### src/rtl/mem_arb_pkg.sv
// Shared types and default widths for the two-port memory arbiter.
package mem_arb_pkg;

  localparam int DEF_ADDR_W       = 32;
  localparam int DEF_DATA_W       = 32;
  localparam int DEF_STARVE_LIMIT = 4;

  typedef enum logic [1:0] {
    IDLE     = 2'd0,
    SERVE_IF = 2'd1,
    SERVE_LS = 2'd2,
    RESP     = 2'd3
  } arb_state_e;

  typedef enum logic {
    PORT_IF = 1'b0,
    PORT_LS = 1'b1
  } port_id_e;

endpackage

### src/rtl/arb_starve_cnt.sv
// Saturating counter of load/store grants made while fetch waits.
// Only instantiated by mem_arbiter when MEM_ARB_STARVE_GUARD_EN is defined.
module arb_starve_cnt #(
  parameter int LIMIT = 4
) (
  input  logic clk,
  input  logic rst,
  input  logic inc_i,
  input  logic clr_i,
  output logic hit_o
);

  localparam int CNT_W = $clog2(LIMIT + 1);

  logic [CNT_W-1:0] cnt_q, cnt_d;

  always_comb begin
    // NOTE: default assignment first so every path drives cnt_d and no latch is inferred.
    cnt_d = cnt_q;
    if (clr_i) begin
      cnt_d = '0;
    end else if (inc_i && !hit_o) begin
      cnt_d = cnt_q + CNT_W'(1);
    end
  end

  always_ff @(posedge clk) begin
    if (rst) begin
      cnt_q <= '0;
    end else begin
      cnt_q <= cnt_d;
    end
  end

  assign hit_o = (cnt_q == CNT_W'(LIMIT));

endmodule

### src/rtl/mem_arbiter.sv
// Shares one memory2c between instruction fetch and load/store; LS wins ties.
// Define MEM_ARB_STARVE_GUARD_EN to force a fetch grant after STARVE_LIMIT LS wins.
module mem_arbiter
  import mem_arb_pkg::*;
#(
  parameter int ADDR_W       = DEF_ADDR_W,
  parameter int DATA_W       = DEF_DATA_W,
  parameter int STARVE_LIMIT = DEF_STARVE_LIMIT
) (
  input  logic              clk,
  input  logic              rst,
  input  logic              if_req,
  input  logic [ADDR_W-1:0] if_addr,
  output logic              if_gnt,
  output logic              if_rvalid,
  output logic [DATA_W-1:0] if_rdata,
  input  logic              ls_req,
  input  logic              ls_wr,
  input  logic [ADDR_W-1:0] ls_addr,
  input  logic [DATA_W-1:0] ls_wdata,
  output logic              ls_gnt,
  output logic              ls_rvalid,
  output logic [DATA_W-1:0] ls_rdata,
  output logic              mem_enable,
  output logic              mem_wr,
  output logic [ADDR_W-1:0] mem_addr,
  output logic [DATA_W-1:0] mem_data_in,
  input  logic [DATA_W-1:0] mem_data_out,
  output logic              busy
);

  arb_state_e        state_q;
  port_id_e          port_q;
  logic [ADDR_W-1:0] addr_q;
  logic [DATA_W-1:0] wdata_q;
  logic              wr_q;
  logic              if_gnt_q, ls_gnt_q, if_rvalid_q, ls_rvalid_q, busy_q;
  logic [DATA_W-1:0] if_rdata_q, ls_rdata_q;

  logic idle, serving, pick_if, pick_ls, starve_hit;

  assign idle    = (state_q == IDLE);
  assign serving = (state_q == SERVE_IF) || (state_q == SERVE_LS);
  assign pick_if = idle && if_req && (!ls_req || starve_hit);
  assign pick_ls = idle && ls_req && !pick_if;

`ifdef MEM_ARB_STARVE_GUARD_EN
  arb_starve_cnt #(.LIMIT(STARVE_LIMIT)) u_starve_cnt (
    .clk   (clk),
    .rst   (rst),
    .inc_i (pick_ls && if_req),
    .clr_i (pick_if || (pick_ls && !if_req)),
    .hit_o (starve_hit)
  );
`else
  logic unused_starve_limit;
  assign unused_starve_limit = (STARVE_LIMIT != 0);
  assign starve_hit          = 1'b0;
`endif

  always_ff @(posedge clk) begin
    if (rst) begin
      state_q     <= IDLE;
      port_q      <= PORT_IF;
      addr_q      <= '0;
      wdata_q     <= '0;
      wr_q        <= 1'b0;
      if_gnt_q    <= 1'b0;
      ls_gnt_q    <= 1'b0;
      if_rvalid_q <= 1'b0;
      ls_rvalid_q <= 1'b0;
      if_rdata_q  <= '0;
      ls_rdata_q  <= '0;
      busy_q      <= 1'b0;
    end else begin
      // NOTE: non-blocking assignments keep every register sampling pre-edge values.
      if_gnt_q    <= 1'b0;
      ls_gnt_q    <= 1'b0;
      if_rvalid_q <= 1'b0;
      ls_rvalid_q <= 1'b0;
      unique case (state_q)
        IDLE: begin
          if (pick_ls) begin
            state_q  <= SERVE_LS;
            port_q   <= PORT_LS;
            addr_q   <= ls_addr;
            wdata_q  <= ls_wdata;
            wr_q     <= ls_wr;
            ls_gnt_q <= 1'b1;
            busy_q   <= 1'b1;
          end else if (pick_if) begin
            state_q  <= SERVE_IF;
            port_q   <= PORT_IF;
            addr_q   <= if_addr;
            wdata_q  <= '0;
            wr_q     <= 1'b0;
            if_gnt_q <= 1'b1;
            busy_q   <= 1'b1;
          end
        end
        SERVE_IF: begin
          if_rdata_q  <= mem_data_out;
          if_rvalid_q <= 1'b1;
          state_q     <= RESP;
        end
        SERVE_LS: begin
          ls_rdata_q  <= wr_q ? '0 : mem_data_out;
          ls_rvalid_q <= 1'b1;
          state_q     <= RESP;
        end
        RESP: begin
          state_q <= IDLE;
          busy_q  <= 1'b0;
        end
      endcase
    end
  end

  // Memory strobes are gated by rst so a reset landing on a store cannot commit it.
  assign mem_enable  = serving && !rst;
  assign mem_wr      = serving && (port_q == PORT_LS) && wr_q && !rst;
  assign mem_addr    = addr_q;
  assign mem_data_in = wdata_q;

  assign if_gnt    = if_gnt_q;
  assign ls_gnt    = ls_gnt_q;
  assign if_rvalid = if_rvalid_q;
  assign ls_rvalid = ls_rvalid_q;
  assign if_rdata  = if_rdata_q;
  assign ls_rdata  = ls_rdata_q;
  assign busy      = busy_q;

endmodule
### config.mk
export PLATFORM = sky130hd
export DESIGN_NAME = mem_arbiter
export DESIGN_NICKNAME = d
export VERILOG_FILES = /design/src/rtl/mem_arb_pkg.sv /design/src/rtl/arb_starve_cnt.sv /design/src/rtl/mem_arbiter.sv
export SDC_FILE = /design/constraint.sdc
export NUM_CORES = 1
export LEC_CHECK = 0
export ABC_CLOCK_PERIOD_IN_PS = 2600
export CORE_AREA = 10 10 123 125
export DETAILED_ROUTE_END_ITERATION = 6
export DIE_AREA = 0 0 133 135
export PLACE_DENSITY = 0.84
export SLEW_MARGIN = 20
export SYNTH_ARGS = -nofsm -noshare
export SYNTH_HDL_FRONTEND = slang
export SYNTH_SLANG_ARGS = --single-unit
### constraint.sdc
create_clock -name clk -period 2.6 [get_ports clk]
set_input_delay 0.52 -clock clk [delete_from_list [all_inputs] [get_ports clk]]
set_output_delay 0.52 -clock clk [all_outputs]
set_load 0.005 [all_outputs]
Word level (Yosys, flattened, before mapping):

Cells that the tools add are included.

* eq/ne operators: 4
* mux-type cells: 18
* bitwise operators: 1
* reduce and logical (&&, ||, !) cells: 20

Operator list (number)
* two-way mux 32 bit: 5
* two-way mux 1 bit: 9
* logical AND 1 bit: 8
* case mux 2 bit (3 select lines): 1
* == test 2 bit, second input constant: 2
* two-way mux 2 bit: 2
* AND reduction 2 bit: 2
* nonzero test 2 bit: 2
* OR reduction 2 bit: 2
* zero test 1 bit: 3
* != test 3 x 1 -> 1 bit, second input constant: 1
* OR reduction 3 bit: 1
* == test 2 x 1 -> 1 bit, second input constant: 1
* zero test 2 bit: 1
* case mux 1 bit (2 select lines): 1
* logical OR 1 bit: 1
* NOT 1 bit: 1

* register bits after elaboration: 137
* input port bits: 133
* output and inout port bits: 135

Depth between registers and ports, before layout:

* depth after elaboration: 7
* gate-level depth with buffers: 8

Worst setup path after synthesis:

OpenSTA, ideal clock, no wires.

* path type: register -> output
* start: reg state_q[0]
* end: out mem_wr
* arrival: 1.104 ns
* setup slack: 0.976 ns
* stages on the path, launching flop included: 5
* path through: dfxtp_1 > inv_1 > ha_1 > nor2b_1 > and3_1

* word-level cells in the longest chain between the ends: 5
* elaborated cells between the ends (all ways): 6
* those cells by class: 2 x eq/ne; 4 x reduce/logical

RTL lines
* from (decl): RTL line mem_arbiter.sv:32 `arb_state_e state_q;`
* from (signal assigned): RTL line mem_arbiter.sv:63 `state_q <= IDLE;`
* from (signal assigned): RTL line mem_arbiter.sv:84 `state_q <= SERVE_LS;`
* from (signal assigned): RTL line mem_arbiter.sv:92 `state_q <= SERVE_IF;`
* == test 2 x 1 -> 1 bit / == test 2 bit (equally long branches): RTL line mem_arbiter.sv:43 `assign serving = (state_q == SERVE_IF) || (state_q == SERVE_LS);`
* logical OR 1 bit (*): RTL line mem_arbiter.sv:43
* logical AND 1 bit (*) (3 in a row): RTL line mem_arbiter.sv:121 `assign mem_wr = serving && (port_q == PORT_LS) && wr_q && !rst;`
* to (decl): RTL line mem_arbiter.sv:25 `output logic mem_wr,`

Every way passes the cells marked *; elsewhere a longest branch is shown, timed or not.

Worst setup path in the final report:

* start: reg state_q[0]
* end: out mem_enable

* word-level cells in the longest chain between the ends: 3
* elaborated cells between the ends (all ways): 4
* those cells by class: 2 x eq/ne; 2 x reduce/logical

RTL lines
* == test 2 x 1 -> 1 bit / == test 2 bit (equally long branches): RTL line mem_arbiter.sv:43
* logical OR 1 bit (*): RTL line mem_arbiter.sv:43
* logical AND 1 bit (*): RTL line mem_arbiter.sv:120 `assign mem_enable = serving && !rst;`
* to (decl): RTL line mem_arbiter.sv:24 `output logic mem_enable,`

Marks and branches as above.

==> results.toml <==
[floorplanning]
ioPinCount = 268
dieArea_mm2 = 0.0180
dieHeight_um = 135
die_w_um = 133
fp-row-count = 41
floorplan.initialDensity_pct = 42.4
core_mm2 = 0.0126

[setup_path]
critical_path.slowest_cell = "sky130_fd_sc_hd__clkdlybuf4s50_1"
critPathMaxFanout = 5
timing.critical_path.slowest_cell_delay_ns = 0.56
data_required_time_at_the_worst_endpoint_ns = 2.08
path_cells = "inv_1 > ha_4 > nor2b_1 > clkdlybuf4s50_1"
cp.arrival_ns = 1.88
worstSetupPathType = "flop to output port"
critical_path.endpoint_type = "output port"
critical_path.startpoint_type = "flop"

[flow_run]
maxCapViolations = 0

[logic_synthesis]
ys_types = 27
post_syn_area_per_cell_um2 = 9.95
synth-xor-area-share_pct = 0
synth_adder_area_share_pct = 1.17
yosysWarningCount = 0
synth_compound_gate_area_share_pct = 18.2
dominant_combinational_cell_family_by_area_after_synthesis = "compound AO/OA/AOI/OAI gates"
synth.net_count = 674
yosys.area_share.simple_pct = 18.0
muxShareOfSynthArea_pct = 6.01
yosysSeqAreaShare_pct = 51.4
ys_ff_latch = 137
synth.cell_area_mm2 = 0.00533
synthesis.instances = 536

[sta]
worst_clock_skew_on_the_final_layout_ns = 0.0123
timing.final.ws_setup_ns = 0.200
hold_slack_ns = 0.474
hold_viol_final = 0
max_slew_vio_count = 0
finalSetupViolCount = 0
timing.fmax_mhz = 417
final_period_minus_worst_setup_slack_ns = 2.40
post-route-period-util_pct = 92.3
aggregate_negative_setup_slack_ns = 0
slew-limit-headroom_pct = 52.2
grt_setup_unrepaired = "false"
tightestPinTransition_ns = 0.715

[clocking]
numClockSinks = 137
clk_pin_slew_ns = 0.05
numCtsBuffers = 17
h-tree-depth = 4
clk_root_buffer_cell = "sky130_fd_sc_hd__clkbuf_16"
cts_tree = "yes"
clock_path_buffers = 2
worst_skew_pair.late_latency_ns = 0.41

[detailed_routing]
wirelength_mm = 18.6
vias_per_cell = 5.09
first_pass_iters = 5
route.vias.total = 4967
detail_route.wl_per_cell_um = 19.1
drt_iter0_drc = 312
detail_route.drc_violations = 0
postRouteAntennaNets = 0

[run_status]
run_status = "complete, no violations"

[final_layout]
finish.net_count = 928
drive_gt1_share_pct = 11.0
num_antenna_cells = 0
area_grow_syn2layout_pct = 62.8

[global_route]
gr-total-overflow = 0
globalRouteTotalUtil_pct = 20.1
grt_max_degree = 62
antenna_found_initial = 0
grt_first_pass_wirelength_mm = 28.9
first_global_vias = 5230

[placed_design]
gpl.final_weighted_congestion = 0.790
io_buffers = 267
post-place-ws_ns = 0.340
dp_hpwl_mm = 13.8

[power]
irDropWorstVdd_v = 0.000563
power_leakage_nw = 3.33
power.density_mw_per_mm2 = 1060

[worst_hold_path]
min_path_type = "flop to flop"
[metal layers]
layer / track usage (%) / part of all wire (%) / up-vias
met3: 8.61 / 9.0 / 21
met1: 21.9 / 39 / 2364
met5: 0 / 0 / -
met4: 6.17 / 2.0 / 0
met2: 34.4 / 50 / 212
li1: - / - / 2370
[cell families (layout without fill, tap and decap cells)]
logic type                 after synthesis  count (layout)
and+or+nand+nor                        211             211
muxes                                   32              32
AOI/OAI and AO/OA                      103             103
adders and majority gates                5               5
DFF                                    137             137
buffers and inverters                   48             315
[placed cells by master (no fill, tap or decap), drive strengths merged, types with 2 or more instances in the layout]
master / n
bufinv: 2
and3: 2
inv: 4
nor2b: 36
nand2: 36
or3: 2
nor3: 2
a22o: 33
buf: 15
clkinvlp: 3
dfxtp: 137
a21oi: 35
clkinv: 7
clkdlybuf4s50: 265
a311oi: 32
nor2: 98
nand3: 32
mux2i: 32
ha: 5
clkbuf: 18
[area by class of cell]
cell class | instances | area, um2
tap | 172 | 215
timing repair buffer | 281 | 2800
inverter | 2 | 7.51
fill | 933 | 3890
clock buffer | 18 | 429
clock inverter | 14 | 149
sequential | 137 | 2740
multi-input combinational | 351 | 2330
[critical path, delay by kind of cell, from the launching register on]
family                     cells  cell delay, ns
adders and majority gates      1            0.30
buffers and inverters          2            0.67
DFF                            1            0.36
and+or+nand+nor                1            0.15
[worst paths after layout]
kind / startpoint / end / slack, ns / cells past startpoint
worst max-delay path: state_q[0] / mem_enable / 0.20 / 4
worst min-delay path: port_q / port_q / 0.47 / 2
worst max register to register: state_q[0] / mem_addr[30] / 0.76 / 6
worst min register to register: port_q / port_q / 0.47 / 2
[stage by stage]
step	util, %	total power, mW	cell area, um2	cells
5_1_grt	69.1	9.73	8680	975
3_5_place_dp	64.4	6.85	8090	943
4_1_cts	69.1	9.26	8680	975
2_1_floorplan	-	5.10	5330	536
6_report	69.1	9.19	8680	975
3_3_place_gp	64.4	6.71	8090	943
[timing repair]
| item | CTS | global route |
|---|---|---|
| endpoints found under the setup margin | 1 | 1 |
| pin swaps | 0 | 0 |
| hold buffers | 0 | 0 |
| buffers inserted | 0 | 0 |
| gates resized for setup | 2 | 2 |
[synthesized netlist by cell type]
cell                       count  area, um2
sky130_fd_sc_hd__a211oi_1      1       7.51
sky130_fd_sc_hd__and3_1        2       12.5
sky130_fd_sc_hd__nor2_1       96        360
sky130_fd_sc_hd__nor3_1        2       10.0
sky130_fd_sc_hd__a311oi_2     32        480
sky130_fd_sc_hd__buf_6         8       90.1
sky130_fd_sc_hd__or3_1         2       12.5
sky130_fd_sc_hd__mux2i_1      32        320
sky130_fd_sc_hd__clkbuf_1     19       71.3
sky130_fd_sc_hd__nand2b_1      1       6.26
sky130_fd_sc_hd__dfxtp_1     137       2740
sky130_fd_sc_hd__nand2_2       1       6.26
sky130_fd_sc_hd__buf_4         3       22.5
sky130_fd_sc_hd__nor2_4        1       11.3
sky130_fd_sc_hd__ha_1          5       62.6
sky130_fd_sc_hd__a21oi_1      35        175
sky130_fd_sc_hd__nor2b_1      36        225
sky130_fd_sc_hd__buf_2        16       80.1
sky130_fd_sc_hd__nand3b_1      1       7.51
sky130_fd_sc_hd__nor3b_2       1       12.5
sky130_fd_sc_hd__o21ai_0       1       5.00
sky130_fd_sc_hd__nor2_2        1       6.26
sky130_fd_sc_hd__a22o_1       33        289
sky130_fd_sc_hd__nand2_1      35        131
sky130_fd_sc_hd__nand3_1      32        160
sky130_fd_sc_hd__inv_1         2       7.51
sky130_fd_sc_hd__o21a_4        1       15.0
[state kept, by name (all words and copies together), names as in the netlist, 2 cells and up]
signal	flops
state_q	2
mem_addr	32
if_rdata	32
ls_rdata	32
mem_data_in	32
[power by group]
part	total, mW	internal (mW)	switching [mW]	leakage, nW
Clock	2.34	1.42	0.921	0.278
Sequential	2.97	2.67	0.306	1.12
Combinational	3.88	2.03	1.86	1.93
Total	9.19	6.11	3.08	3.33
Note: power is estimated with default switching activity, not from simulation.
